--- src/rtl/hazard_forward_if.sv ---
// rtl/hazard_forward_if.sv - pipeline hazard/forwarding signal bundle
interface hazard_forward_if #(
    parameter int ADDR_W  = 4,
    parameter int NUM_SRC = 2
);
    logic                        id_valid;
    logic [NUM_SRC*ADDR_W-1:0]   id_src_addr;
    logic [NUM_SRC-1:0]          id_src_valid;
    logic                        id_is_mc;
    logic [ADDR_W-1:0]           ex_dst_addr;
    logic                        ex_reg_write;
    logic                        ex_mem_read;
    logic [ADDR_W-1:0]           mem_dst_addr;
    logic                        mem_reg_write;
    logic [2*NUM_SRC-1:0]        fwd_sel;
    logic                        pc_hold;
    logic                        ifid_hold;
    logic                        idex_flush;
    logic                        idex_hold;
    logic                        exmem_flush;
    logic                        busy;
    logic [15:0]                 stall_cycles;

    modport master (
        output id_valid, id_src_addr, id_src_valid, id_is_mc,
               ex_dst_addr, ex_reg_write, ex_mem_read,
               mem_dst_addr, mem_reg_write,
        input  fwd_sel, pc_hold, ifid_hold, idex_flush, idex_hold,
               exmem_flush, busy, stall_cycles
    );

    modport slave (
        input  id_valid, id_src_addr, id_src_valid, id_is_mc,
               ex_dst_addr, ex_reg_write, ex_mem_read,
               mem_dst_addr, mem_reg_write,
        output fwd_sel, pc_hold, ifid_hold, idex_flush, idex_hold,
               exmem_flush, busy, stall_cycles
    );
endinterface

--- src/rtl/hazard_forward_unit.sv ---
// rtl/hazard_forward_unit.sv - load-use/multicycle stall control and operand forwarding select
module hazard_forward_unit #(
    parameter int ADDR_W   = 4,
    parameter int NUM_SRC  = 2,
    parameter int MC_LAT   = 3,
    parameter int ZERO_REG = 1
) (
    input  logic            clk,
    input  logic            rst,
    hazard_forward_if.slave bus
);
    typedef enum logic {IDLE, MC_BUSY} state_t;

    state_t               state_q, state_d;
    logic [7:0]           cnt_q, cnt_d;
    logic [2*NUM_SRC-1:0] fwd_sel_q, fwd_sel_d;
    logic [15:0]          stall_cycles_q, stall_cycles_d;

    logic [NUM_SRC-1:0]   match_ex;
    logic [NUM_SRC-1:0]   match_mem;
    logic                 load_use;
    logic                 pc_hold, ifid_hold, idex_flush, idex_hold, exmem_flush, busy;

    // Per-source comparison against the two producer stages; address 0 is
    // excluded when it is the hardwired zero register.
    for (genvar i = 0; i < NUM_SRC; i++) begin : g_match
        logic [ADDR_W-1:0] src;
        logic              src_live;
        assign src       = bus.id_src_addr[i*ADDR_W +: ADDR_W];
        assign src_live  = bus.id_src_valid[i] && ((ZERO_REG == 0) || (src != '0));
        assign match_ex[i]  = src_live && bus.ex_reg_write  && (src == bus.ex_dst_addr);
        assign match_mem[i] = src_live && bus.mem_reg_write && (src == bus.mem_dst_addr);
    end

    // A load in EX feeding the ID instruction can only be resolved by one bubble;
    // it is not evaluated while a multicycle op holds the pipe.
    assign load_use = !rst && (state_q == IDLE) && bus.id_valid && bus.ex_mem_read && (|match_ex);

    // Stall FSM: next state, down-counter and the combinational hold/flush controls.
    always_comb begin
        state_d     = state_q;
        cnt_d       = cnt_q;
        pc_hold     = 1'b0;
        ifid_hold   = 1'b0;
        idex_flush  = 1'b0;
        idex_hold   = 1'b0;
        exmem_flush = 1'b0;
        busy        = 1'b0;
        case (state_q)
            IDLE: begin
                if (load_use) begin
                    pc_hold    = 1'b1;
                    ifid_hold  = 1'b1;
                    idex_flush = 1'b1;
                end else if (!rst && bus.id_valid && bus.id_is_mc && (MC_LAT > 1)) begin
                    state_d = MC_BUSY;
                    cnt_d   = 8'(MC_LAT - 1);
                end
            end
            MC_BUSY: begin
                pc_hold     = 1'b1;
                ifid_hold   = 1'b1;
                idex_hold   = 1'b1;
                exmem_flush = 1'b1;
                busy        = 1'b1;
                cnt_d       = cnt_q - 8'd1;
                if (cnt_q == 8'd1) begin
                    state_d = IDLE;
                end
            end
            default: state_d = IDLE;
        endcase
    end

    // Next forwarding select: bubble clears it, a held ID/EX keeps it, and the
    // newer EX result wins over MEM.
    always_comb begin
        fwd_sel_d = fwd_sel_q;
        if (idex_flush) begin
            fwd_sel_d = '0;
        end else if (!idex_hold) begin
            for (int i = 0; i < NUM_SRC; i++) begin
                if (match_ex[i]) begin
                    fwd_sel_d[2*i +: 2] = 2'b10;
                end else if (match_mem[i]) begin
                    fwd_sel_d[2*i +: 2] = 2'b01;
                end else begin
                    fwd_sel_d[2*i +: 2] = 2'b00;
                end
            end
        end
    end

    // Saturating count of frozen-PC cycles.
    always_comb begin
        stall_cycles_d = stall_cycles_q;
        if (pc_hold && (stall_cycles_q != 16'hFFFF)) begin
            stall_cycles_d = stall_cycles_q + 16'd1;
        end
    end

    // State registers with asynchronous reset.
    always_ff @(posedge clk or posedge rst) begin
        if (rst) begin
            state_q        <= IDLE;
            cnt_q          <= 8'd0;
            fwd_sel_q      <= '0;
            stall_cycles_q <= 16'd0;
        end else begin
            state_q        <= state_d;
            cnt_q          <= cnt_d;
            fwd_sel_q      <= fwd_sel_d;
            stall_cycles_q <= stall_cycles_d;
        end
    end

    assign bus.fwd_sel      = fwd_sel_q;
    assign bus.stall_cycles = stall_cycles_q;
    assign bus.pc_hold      = pc_hold;
    assign bus.ifid_hold    = ifid_hold;
    assign bus.idex_flush   = idex_flush;
    assign bus.idex_hold    = idex_hold;
    assign bus.exmem_flush  = exmem_flush;
    assign bus.busy         = busy;
endmodule

--- src/flat_wrapper.sv ---
// flat-port wrapper written by rule: the top's interface ports become plain ports
module hazard_forward_unit_flat 
#(
    parameter int ADDR_W   = 4,
    parameter int NUM_SRC  = 2,
    parameter int MC_LAT   = 3,
    parameter int ZERO_REG = 1
)
  (clk, rst, bus_id_valid, bus_id_src_addr, bus_id_src_valid, bus_id_is_mc, bus_ex_dst_addr, bus_ex_reg_write, bus_ex_mem_read, bus_mem_dst_addr, bus_mem_reg_write, bus_fwd_sel, bus_pc_hold, bus_ifid_hold, bus_idex_flush, bus_idex_hold, bus_exmem_flush, bus_busy, bus_stall_cycles);
  hazard_forward_if #(.ADDR_W(ADDR_W), .NUM_SRC(NUM_SRC)) bus_i ();
  input  logic clk;
  input  logic rst;
  input wire logic [$bits(bus_i.id_valid)-1:0] bus_id_valid;
  input wire logic [$bits(bus_i.id_src_addr)-1:0] bus_id_src_addr;
  input wire logic [$bits(bus_i.id_src_valid)-1:0] bus_id_src_valid;
  input wire logic [$bits(bus_i.id_is_mc)-1:0] bus_id_is_mc;
  input wire logic [$bits(bus_i.ex_dst_addr)-1:0] bus_ex_dst_addr;
  input wire logic [$bits(bus_i.ex_reg_write)-1:0] bus_ex_reg_write;
  input wire logic [$bits(bus_i.ex_mem_read)-1:0] bus_ex_mem_read;
  input wire logic [$bits(bus_i.mem_dst_addr)-1:0] bus_mem_dst_addr;
  input wire logic [$bits(bus_i.mem_reg_write)-1:0] bus_mem_reg_write;
  output wire logic [$bits(bus_i.fwd_sel)-1:0] bus_fwd_sel;
  output wire logic [$bits(bus_i.pc_hold)-1:0] bus_pc_hold;
  output wire logic [$bits(bus_i.ifid_hold)-1:0] bus_ifid_hold;
  output wire logic [$bits(bus_i.idex_flush)-1:0] bus_idex_flush;
  output wire logic [$bits(bus_i.idex_hold)-1:0] bus_idex_hold;
  output wire logic [$bits(bus_i.exmem_flush)-1:0] bus_exmem_flush;
  output wire logic [$bits(bus_i.busy)-1:0] bus_busy;
  output wire logic [$bits(bus_i.stall_cycles)-1:0] bus_stall_cycles;
  assign bus_i.id_valid = bus_id_valid;
  assign bus_i.id_src_addr = bus_id_src_addr;
  assign bus_i.id_src_valid = bus_id_src_valid;
  assign bus_i.id_is_mc = bus_id_is_mc;
  assign bus_i.ex_dst_addr = bus_ex_dst_addr;
  assign bus_i.ex_reg_write = bus_ex_reg_write;
  assign bus_i.ex_mem_read = bus_ex_mem_read;
  assign bus_i.mem_dst_addr = bus_mem_dst_addr;
  assign bus_i.mem_reg_write = bus_mem_reg_write;
  assign bus_fwd_sel = bus_i.fwd_sel;
  assign bus_pc_hold = bus_i.pc_hold;
  assign bus_ifid_hold = bus_i.ifid_hold;
  assign bus_idex_flush = bus_i.idex_flush;
  assign bus_idex_hold = bus_i.idex_hold;
  assign bus_exmem_flush = bus_i.exmem_flush;
  assign bus_busy = bus_i.busy;
  assign bus_stall_cycles = bus_i.stall_cycles;
  hazard_forward_unit #(.ADDR_W(ADDR_W), .NUM_SRC(NUM_SRC), .MC_LAT(MC_LAT), .ZERO_REG(ZERO_REG)) u_core (.clk(clk), .rst(rst), .bus(bus_i));
endmodule
--- config.mk ---
export PLATFORM = sky130hd
export DESIGN_NAME = hazard_forward_unit_flat
export DESIGN_NICKNAME = d
export VERILOG_FILES = /design/src/rtl/hazard_forward_if.sv /design/src/rtl/hazard_forward_unit.sv /design/src/flat_wrapper.sv
export SDC_FILE = /design/constraint.sdc
export NUM_CORES = 1
export LEC_CHECK = 0
export ABC_CLOCK_PERIOD_IN_PS = 2200
export CORE_ASPECT_RATIO = 0.8
export CORE_MARGIN = 2
export CORE_UTILIZATION = 40
export DETAILED_ROUTE_END_ITERATION = 7
export PLACE_DENSITY = 0.68
export SYNTH_ARGS = -nofsm -noshare
export SYNTH_HDL_FRONTEND = slang
export SYNTH_SLANG_ARGS = --single-unit
--- constraint.sdc ---
create_clock -name clk -period 2.2 [get_ports clk]
set_clock_uncertainty 0.15 [all_clocks]
set_input_delay 0.22 -clock clk [delete_from_list [all_inputs] [get_ports clk]]
set_output_delay 0.22 -clock clk [all_outputs]
set_load 0.02 [all_outputs]
Word level (Yosys, flattened, before mapping)
Index checks and enable logic that the tools add are counted.
- multiplexer cells: 17
- bitwise logic cells: 1
- eq/ne operators: 9
- reduce and logical (&&, ||, !) cells: 22
- $add $sub $neg: 2
- operators by type and width (operator ; count):
    1-bit logical AND ; 17
    16-bit by 1-bit adder with 16-bit output (second input constant) ; 1
    4-bit equality test ; 4
    8-bit two-way mux ; 2
    16-bit != test (second input constant) ; 1
    8-bit case mux with 2 select lines ; 1
    8-bit by 1-bit equality test with 1-bit output (second input constant) ; 1
    1-bit two-way mux ; 8
    4-bit two-way mux ; 2
    4-bit nonzero test ; 2
    8-bit by 1-bit subtractor with 8-bit output (second input constant) ; 1
    2-bit != test (second input constant) ; 3
    2-bit two-way mux ; 2
    1-bit case mux with 2 select lines ; 2
    2-bit AND reduction ; 1
    2-bit OR reduction ; 1
    1-bit zero test ; 1
    1-bit NOT ; 1
- register bits after elaboration: 29
- output and inout port bits: 26
- input port bits: 25

Longest topological paths before layout
- depth in word-level cells: 9
- depth in mapped cells: 7
- mapped depth without buffers: 6

Least setup slack after synthesis
Ideal clock, no wire load.
- path kind: input-to-output
- start: input bus_id_src_addr[5]
- end: output bus_pc_hold
- stages: 6
- path slack: 0.212 ns
- arrival: 1.618 ns
- cell sequence: o41ai_4 -> nor3_2 -> o211a_4 -> buf_6 -> or2_2 -> buf_4
- cells in the longest elaborated chain, start to end: 8
- elaborated cells between the ends (all ways): 9
- ends and longest elaborated chain (item ; line ; RTL):
    start, declared ; flat_wrapper.sv:14 ; input wire logic [$bits(bus_i.id_src_addr)-1:0] bus_id_src_addr;
    4-bit nonzero test ; hazard_forward_unit.sv:30 ; assign src_live = bus.id_src_valid[i] && ((ZERO_REG == 0) || (src != '0));
    1-bit logical AND ; hazard_forward_unit.sv:30 ;
    1-bit logical AND ; hazard_forward_unit.sv:31 ; assign match_ex[i] = src_live && bus.ex_reg_write && (src == bus.ex_dst_addr);
    1-bit logical AND * ; hazard_forward_unit.sv:31 ;
    2-bit OR reduction * ; hazard_forward_unit.sv:37 ; assign load_use = !rst && (state_q == IDLE) && bus.id_valid && bus.ex_mem_read && (|match_ex);
    1-bit logical AND * ; hazard_forward_unit.sv:37 ;
    1-bit two-way mux * ; n/a ;
    1-bit case mux with 2 select lines * ; n/a ;
    end, declared ; flat_wrapper.sv:23 ; output wire logic [$bits(bus_i.pc_hold)-1:0] bus_pc_hold;
Every way passes the cells marked *; elsewhere a longest branch is shown, timed or not.

Worst setup path after layout
- start: input bus_ex_dst_addr[2]
- end: output bus_pc_hold
- cells in the longest elaborated chain, start to end: 6
- elaborated cells between the ends (all ways): 8
- ends and longest elaborated chain (item ; line ; RTL):
    start, declared ; flat_wrapper.sv:17 ; input wire logic [$bits(bus_i.ex_dst_addr)-1:0] bus_ex_dst_addr;
    4-bit equality test ; hazard_forward_unit.sv:31 ;
    1-bit logical AND ; hazard_forward_unit.sv:31 ;
    2-bit OR reduction * ; hazard_forward_unit.sv:37 ;
    1-bit logical AND * ; hazard_forward_unit.sv:37 ;
    1-bit two-way mux * ; hazard_forward_unit.sv:51 ; if (load_use) begin
    1-bit case mux with 2 select lines * ; hazard_forward_unit.sv:49 ; case (state_q)
Marks and branches as above.

==> results.cfg <==
[synth]
async_flop_share_pct = 100
ys_ff_latch = 29
netlist_instances = 172
ys_types = 48
yosysMostFrequentCell = dfrtp_1
yosysTopAreaCellShare_pct = 37.8
synth_enable_flop_cells = 0
synth_flop_cell = dfrtp_1
synth_area_leaders = dfrtp_1 38%, xnor2_1 11%, o2111ai_2 3.9%
synth_commonest_cells = 29 x dfrtp_1, 24 x xnor2_1, 10 x and3_1, 10 x nand2_1, 8 x nand3_1
syn-cell-area_sq_mm = 0.00192
syn_nets = 200
syn_avg_cell_area_sq_um = 11.2
synth_warnings = 0
yosysTopAreaCell = dfrtp_1
ys_seq_area_share_pct = 37.8

[global_route]
grt-ovfl-total = 0
grt_pass1_wl_mm = 7.29
grt_pass1_vias = 1529
antenna_found_initial = 0
grt_max_degree = 24
grt.total_usage_pct = 18.0

[clocking]
clockBufferDepth = 2
cts_tree = yes
h-tree-depth = 2
clkSlewWorstSetupHoldPaths_ns = 0.06
clk_latency_ns = 0.28
clock-sinks = 29
cts_made_buffers = 5
cts_setup_buffers = 0
root_buffer = clkbuf_8

[setup_path]
cp-start-kind = input pin
worstPathArrival_ns = 1.74
cp-end-kind = output pin
rr_worst_depth = 6
cp.required_ns = 1.83
cp_max_fo = 4
rrSetupSlack_ns = 0.26
criticalPathCategory = input pin to output pin
r2r-start = u_core.bus.stall_cycles[0]
r2r_end = u_core.bus.stall_cycles[1]

[place]
gp_congestion = 0.877
io_buffer_count = 50
hpwl_mm = 3.45
dp_cells = 298

[sta]
maxSlewViolCount = 0
final_period_minus_worst_setup_slack_ns = 2.11
setup_viol = 0
slew_headroom_pct = 71.0
final_hold_viol_count = 0
fmax_ghz = 0.474
worst_pin_slew_ns = 0.435
grt_setup_unrepaired = no
timing.setup.tns_ns = 0
fin_crit_sh_pct = 96.0

[floorplanning]
dieHeight_um = 66.0
die_w_um = 81.4
fp.dieArea_sq_mm = 0.00537
initial_core_util_pct = 41.8
ioPinCount = 51
coreArea_sq_mm = 0.00460
rows = 22

[cells_and_area]
fillers = 403
diodes = 0
fin_nets = 273
area_growth_pct = 39.0
final_layout_size_suffix_gt1_share_pct = 26.8
fin_cells = 306

[power]
clkPwrFrac_pct = 17.1
internal-power_mw = 1.48
p_leak_nw = 1.12
seqPwrFrac_pct = 36.6
sw_frac_of_total_pct = 39.5
switchingPower_uw = 964
cellPowerDensity_mw_per_mm2 = 915
combPwrFrac_pct = 46.3
total_power_mw = 2.44
ir_worst_vdd_v = 0.000716

[route]
drc = 0
final_antenna_net_count = 0
via_per_inst = 5.06
routed_wirelength_mm = 4.38
wl_per_cell_um = 14.3
first_pass_iters = 4
drtIter0Drc = 65
vias = 1548

[outcome]
status = finished, final reports clean

[job]
maxCapViolCount = 0

[worst_hold_path]
min_path_type = input pin to asynchronous set/reset pin
[state kept, by name, indices dropped and copies added, names as in the netlist]
register,count
u_core.bus.fwd_sel,4
u_core.cnt_q,8
u_core.bus.stall_cycles,16
u_core.state_q,1
[placed cells by master, fill, tap and decap left out, drive strengths merged]
cell type and n:
a21boi 1, a21oi 3, a31oi 1, a32o 2
and2 3, and3 10, and4 2, buf 28
clkbuf 6, clkdlybuf4s50 38, clkinv 2, dfrtp 29
dlygate4sd2 9, ha 3, inv 6, mux2 3
mux2i 1, nand2 11, nand2b 4, nand3 8
nand3b 1, nor2 6, nor2b 1, nor3 6
nor4 1, o2111ai 6, o211a 1, o211ai 8
o21ai 5, o2bb2ai 1, o311ai 1, o32ai 1
o41ai 5, or2 2, or4 1, xnor2 24
xor2 6
[critical path, stage by stage]
cell and delay (ns):
clkdlybuf4s50_1 0.46, xnor2_1 0.15, nand3_1 0.13, nor3_2 0.06, o211a_4 0.27, or2_2 0.28
buf_2 0.17
[power groups by stage]
stage	registers, mW	logic [mW]	clock network, mW
floorplan	0.948	0.654	0
global placement	0.895	1.15	0
detailed placement	0.899	1.17	0
CTS	0.894	1.15	0.432
global route	0.924	1.24	0.464
finish	0.893	1.13	0.417
[stage by stage]
stage          setup slack (ns)  hold WS [ns]  area, sq um  util, %
4_1_cts                  0.0612        0.0485         2670     58.0
6_report                 0.0888        0.0500         2670     58.1
2_1_floorplan             0.212         0.148         1920        -
3_5_place_dp             -0.493         0.320         2610     56.8
5_1_grt                  0.0248        0.0676         2670     58.1
3_3_place_gp             -0.446         0.316         2610     56.8
[worst max-delay path by stage]
stage,cells after the start,startpoint,slack [ns],end
after global routing,7,bus_ex_dst_addr[3],0.02,bus_idex_flush
after global placement,6,bus_id_src_addr[1],-0.45,bus_pc_hold
final,7,bus_ex_dst_addr[2],0.09,bus_pc_hold
after floorplan,6,bus_id_src_addr[5],0.21,bus_pc_hold
after CTS,7,bus_ex_dst_addr[2],0.06,bus_idex_flush
after detailed placement,6,bus_id_src_addr[4],-0.49,bus_pc_hold
[area by class of cell]
class	instances	area, sq um	area share (%)
Tap cell	60	75.1	2.81
Sequential cell	29	726	27.2
Timing Repair Buffer	75	666	24.9
Inverter	6	22.5	0.844
Clock inverter	2	10.0	0.375
Clock buffer	6	72.6	2.72
Multi-Input combinational cell	128	1100	41.1
[cell families (layout without fill, tap and decap cells)]
logic type | after synthesis | after routing | share of synthesized area [%]
simple gates | 56 | 56 | 17.1
compound gates | 35 | 35 | 22.1
xor+xnor | 30 | 30 | 13.7
flops | 29 | 29 | 37.8
buf+inv | 15 | 89 | 5.02
mux | 4 | 4 | 2.28
fa+ha+maj | 3 | 3 | 1.96
[per-layer routing]
metal  vias up  routed length, um  track usage, %
li1        772                  -               -
met1       747               2190            26.3
met2        22               1980            25.9
met3         7                154            3.69
met4         0                 56            6.78
met5         -                  0               0
[what timing repair did]
action	CTS	global route
pin swaps	3	1
hold buffers	0	0
gates resized for setup	21	1
setup endpoints to repair	4	1
(Power assumes the default switching activity.)
==> variant 1, RTL diff (same flow settings) <==
`NUM_SRC` is set to 2 in 3 places; all go to 4.
--- a/src/rtl/hazard_forward_if.sv
+++ b/src/rtl/hazard_forward_if.sv
@@ -3,3 +3,3 @@
     parameter int ADDR_W  = 4,
-    parameter int NUM_SRC = 2
+    parameter int NUM_SRC = 4
 );
--- a/src/rtl/hazard_forward_unit.sv
+++ b/src/rtl/hazard_forward_unit.sv
@@ -3,3 +3,3 @@
     parameter int ADDR_W   = 4,
-    parameter int NUM_SRC  = 2,
+    parameter int NUM_SRC  = 4,
     parameter int MC_LAT   = 3,
--- a/src/flat_wrapper.sv
+++ b/src/flat_wrapper.sv
@@ -4,3 +4,3 @@
     parameter int ADDR_W   = 4,
-    parameter int NUM_SRC  = 2,
+    parameter int NUM_SRC  = 4,
     parameter int MC_LAT   = 3,
Interface: changed (resized bus_fwd_sel, bus_id_src_addr and bus_id_src_valid); port bits go from 51 to 65. The function was not compared with the original's and may differ.
==> variant 1 against the unedited design <==
Core utilization grew 3.7 points; fmax shrank 1.2%; synthesized cell count grew 33%; die area grew 19%; combinational power grew 25%; synthesized area grew 20%; sequential cell count grew 4; routed wire length grew 40%; setup slack lost 0.025 ns; final area grew 27%; final cell count grew 36%; sequential share of layout area shrank 2.9 points; power grew 16%; largest cell class unchanged; largest power group unchanged.
==> variant 1: results (changes against the unedited design) <==
stage;metric;value;unit;change
placed_design;dp_hpwl;4700;microns;was 3450 microns
global_routing;wire_length_of_the_first_global_routing_pass;10400;microns;was 7290 microns
timing;max_slew_margin;67.6;%;was 71.0%
final_layout;finalNetCount;376;;was 273
final_layout;multi_input_gate_area;1350;sq um;was 1100 sq um
outcome;result_of_the_run;finished, final reports clean;;unchanged
timing;whs;0.311;ns;was 0.0500 ns
global_routing;gr-usage-all-layers;21.3;%;was 18.0%
yosys;ys_seq_area_share;35.9;%;was 37.8%
pwr;pwr.group.combinational;0.00141;W;was 0.00113 W
drt;drt-total-wl;6130;microns;was 4380 microns
yosys;syn_nets;267;;was 200
pwr;vdd.ir_drop.worst;617;uV;was 716 uV
timing;fmax;468;MHz;was 474 MHz
yosys;synth_area_leaders;dfrtp_1 36%, xnor2_1 11%, xor2_1 6.8%;;was dfrtp_1 38%, xnor2_1 11%, o2111ai_2 3.9%
placed_design;placement.setup.worst_slack;-0.594;ns;was -0.493 ns
yosys;post_synth_fa_ha_maj_area_fraction;1.63;%;was 1.96%
global_routing;met1_usage;32.0;%;was 26.3%
cts;postCtsResizedCells;42;;was 21
pwr;power.share.sequential;33.6;%;was 36.6%
placed_design;placement.io_buffers;64;;was 50
placed_design;dpl_cell_area;3190;sq um;was 2610 sq um
drt;dr_vias;2133;;was 1548
placed_design;numPlacedInstances;395;;was 298
setup_path;crit_fanout;8;;was 4
yosys;yosys-top-cells-count;33 x dfrtp_1, 30 x nand2_1, 30 x xnor2_1, 18 x xor2_1, 12 x nand3_1;;was 29 x dfrtp_1, 24 x xnor2_1, 10 x and3_1, 10 x nand2_1, 8 x nand3_1
setup_path;worstPathArrival;2.15;ns;was 1.74 ns
[variant 1: changes by cell type in the layout (fill, tap and decap cells not counted), sizes merged, moves of 4 or more]
cell	unedited run	this run
buf	28	55
dfrtp	29	33
dlygate4sd2	9	20
nand2	11	30
nand3	8	12
nor3	6	2
nor4	1	6
o22ai	0	4
o41a	0	4
xnor2	24	30
xor2	6	18
[variant 1: area by class of cell]
type / count / share of cell area [%]
inverters: 6 / 0.663
clock buffers: 7 / 2.54
repair buffers: 116 / 29.8
well taps: 78 / 2.87
multi-input cells: 176 / 39.8
flip-flops and latches: 33 / 24.3
[variant 1: cell families (layout without fill, tap and decap cells)]
group / Yosys count / in the layout
AO/OA/AOI/OAI: 42 / 42
flip-flops: 33 / 33
AND/OR/NAND/NOR: 79 / 79
adder cells (fa/ha/maj): 3 / 3
multiplexers: 4 / 4
XOR/XNOR: 48 / 48
buffers and inverters: 20 / 129
==> variant 2, RTL diff (config.mk and constraints unchanged) <==
Without the edit above. Reset style: synchronous (`rst`), changed in one clocked block. Comments in the files are not updated.
--- a/src/rtl/hazard_forward_unit.sv
+++ b/src/rtl/hazard_forward_unit.sv
@@ -102,3 +102,3 @@
     // State registers with asynchronous reset.
-    always_ff @(posedge clk or posedge rst) begin
+    always_ff @(posedge clk) begin
         if (rst) begin
Behaviour: differs if rst is asserted again (counterexample within 4 cycles, from zero or initial values and one cycle with rst high); with rst held inactive, the same outputs for 10 cycles.
==> variant 2 against the unedited design <==
Sequential cell count did not move; synthesized area fell by 14%; via count rose by 4.3%; setup slack improved by 0.021 ns; routed wire length fell by 4.2%; final area fell by 6.5%; count of clock-buffer cells in the layout rose by 1; critical endpoint unchanged; largest cell class unchanged; highest routed layer unchanged.
Power is not compared: it rests on default switching activity, and its combinational part moved more than twofold at a synthesized area within 25%.
==> variant 2: results (changes against the unedited design) <==
stage;metric;value;unit;change
outcome;result_of_the_run;finished, final reports clean;;unchanged
pwr;power_leakage;1.02;nW;
setup_path;regToRegStartpoint;u_core.bus.stall_cycles[6]$_SDFFE_PP0P_;;was u_core.bus.stall_cycles[0]$_DFFE_PP0P_
drt;first_iter_violations;54;;was 65
final_layout;largest_register_ff_count;16;;unchanged
setup_path;worstPathArrival;1.72;ns;was 1.74 ns
cts;clk_path_buf_depth;2;;unchanged
timing;max_slew_margin;72.7;%;was 71.0%
setup_path;timing.critical_path.slowest_stage_cell;o41a_1;;was clkdlybuf4s50_1
yosys;ys_seq_area_share;35.0;%;was 37.8%
cts;postCtsResizedCells;22;;was 21
setup_path;cpPeakStageDelay;0.48;ns;was 0.46 ns
cts;cts.htree.levels;2;;unchanged
final_layout;post_route_cells_drive_above_1_share;17.5;%;was 26.8%
timing;final_max_tran_viols;0;;unchanged
yosys;ys_async_sr_fraction;0;%;was 100%
placed_design;globalplace.congestion;0.828;;was 0.877
global_routing;grt_start_max_net_pins;21;;was 24
yosys;synth_area_leaders;dfxtp_1 35%, xor2_1 13%, nor2_1 5.7%;;was dfrtp_1 38%, xnor2_1 11%, o2111ai_2 3.9%
setup_path;worst_r2r_path_cells;7;;was 6
global_routing;number_of_global_route_vias_before_repair;1440;;was 1529
drt;via_per_inst;5.00;;was 5.06
placed_design;dp_hpwl;3160;microns;was 3450 microns
final_layout;finalNetCount;296;;was 273
placed_design;dpl_cell_area;2350;sq um;was 2610 sq um
min_path;hold_path.class;reg2reg;;was in2async
yosys;syn_nets;222;;was 200
global_routing;wire_length_of_the_first_global_routing_pass;6670;microns;was 7290 microns
setup_path;cp-startpoint;bus_id_src_addr[6];;was bus_ex_dst_addr[2]
cts;cts_post_setup_buffers_inserted;3;;was 0
drt;drt-total-wl;4190;microns;was 4380 microns
global_routing;gr-usage-all-layers;18.5;%;was 18.0%
yosys;yosysUniqueCellTypes;42;;was 48
setup_path;crit_fanout;3;;was 4
yosys;yosys-top-cells-count;29 x dfxtp_1, 25 x nor2_1, 25 x xor2_1, 15 x nand2_1, 11 x o21ai_1;;was 29 x dfrtp_1, 24 x xnor2_1, 10 x and3_1, 10 x nand2_1, 8 x nand3_1
variant 2: cell count changes in the layout (fill, tap and decap cells not counted), moves of 11 or more:
cell     unedited run  this run
dfxtp_1             0        29
dfrtp_1            29         0
o21ai_1             0        11
nor2_1              6        25
xnor2_1            24         4
xor2_1              6        24
variant 2: cells by family (layout without fill, tap and decap cells):
group,Yosys count,after routing,synth area share (%)
AO/OA/AOI/OAI,43,43,19.4
XOR/XNOR,29,29,15.3
adder cells (fa/ha/maj),3,3,2.26
buffers and inverters,13,87,3.70
flip-flops,29,29,35.0
multiplexers,1,1,0.604
AND/OR/NAND/NOR,76,76,23.7
variant 2: stage by stage:
stage	setup TNS, ns	util (%)	std cells	setup slack [ns]
global placement	-4.95	60.7	313	-0.455
finish	0	64.3	323	0.110
CTS	0	63.3	323	0.0102
global route	0	64.3	323	0.0387
floorplan	0	-	194	0.283
detailed placement	-5.25	60.7	313	-0.474
variant 2: routing by layer:
metal  vias up  share of wire (%)  track usage, %
li1        838                  -               -
met4         0               0.60            6.23
met1       738                 51            25.8
met2        37                 43            26.9
met5         -                  0               0
met3         2                5.2            6.74
variant 2: power groups by stage:
stage | clock network (W) | logic, W | registers (W)
2_1_floorplan | 0 | 0.000110 | 0.000562
3_3_place_gp | 0 | 0.000221 | 0.000560
3_5_place_dp | 0 | 0.000222 | 0.000561
4_1_cts | 0.000447 | 0.000219 | 0.000550
5_1_grt | 0.000476 | 0.000246 | 0.000551
6_report | 0.000435 | 0.000223 | 0.000550
variant 2: final cells by class:
| class | instances | area [sq um] |
|---|---|---|
| clock buffer | 7 | 86.3 |
| fill | 347 | 1380 |
| inverter | 4 | 15.0 |
| multi-input combinational | 152 | 1050 |
| sequential | 29 | 581 |
| tap | 55 | 68.8 |
| timing repair buffer | 76 | 698 |
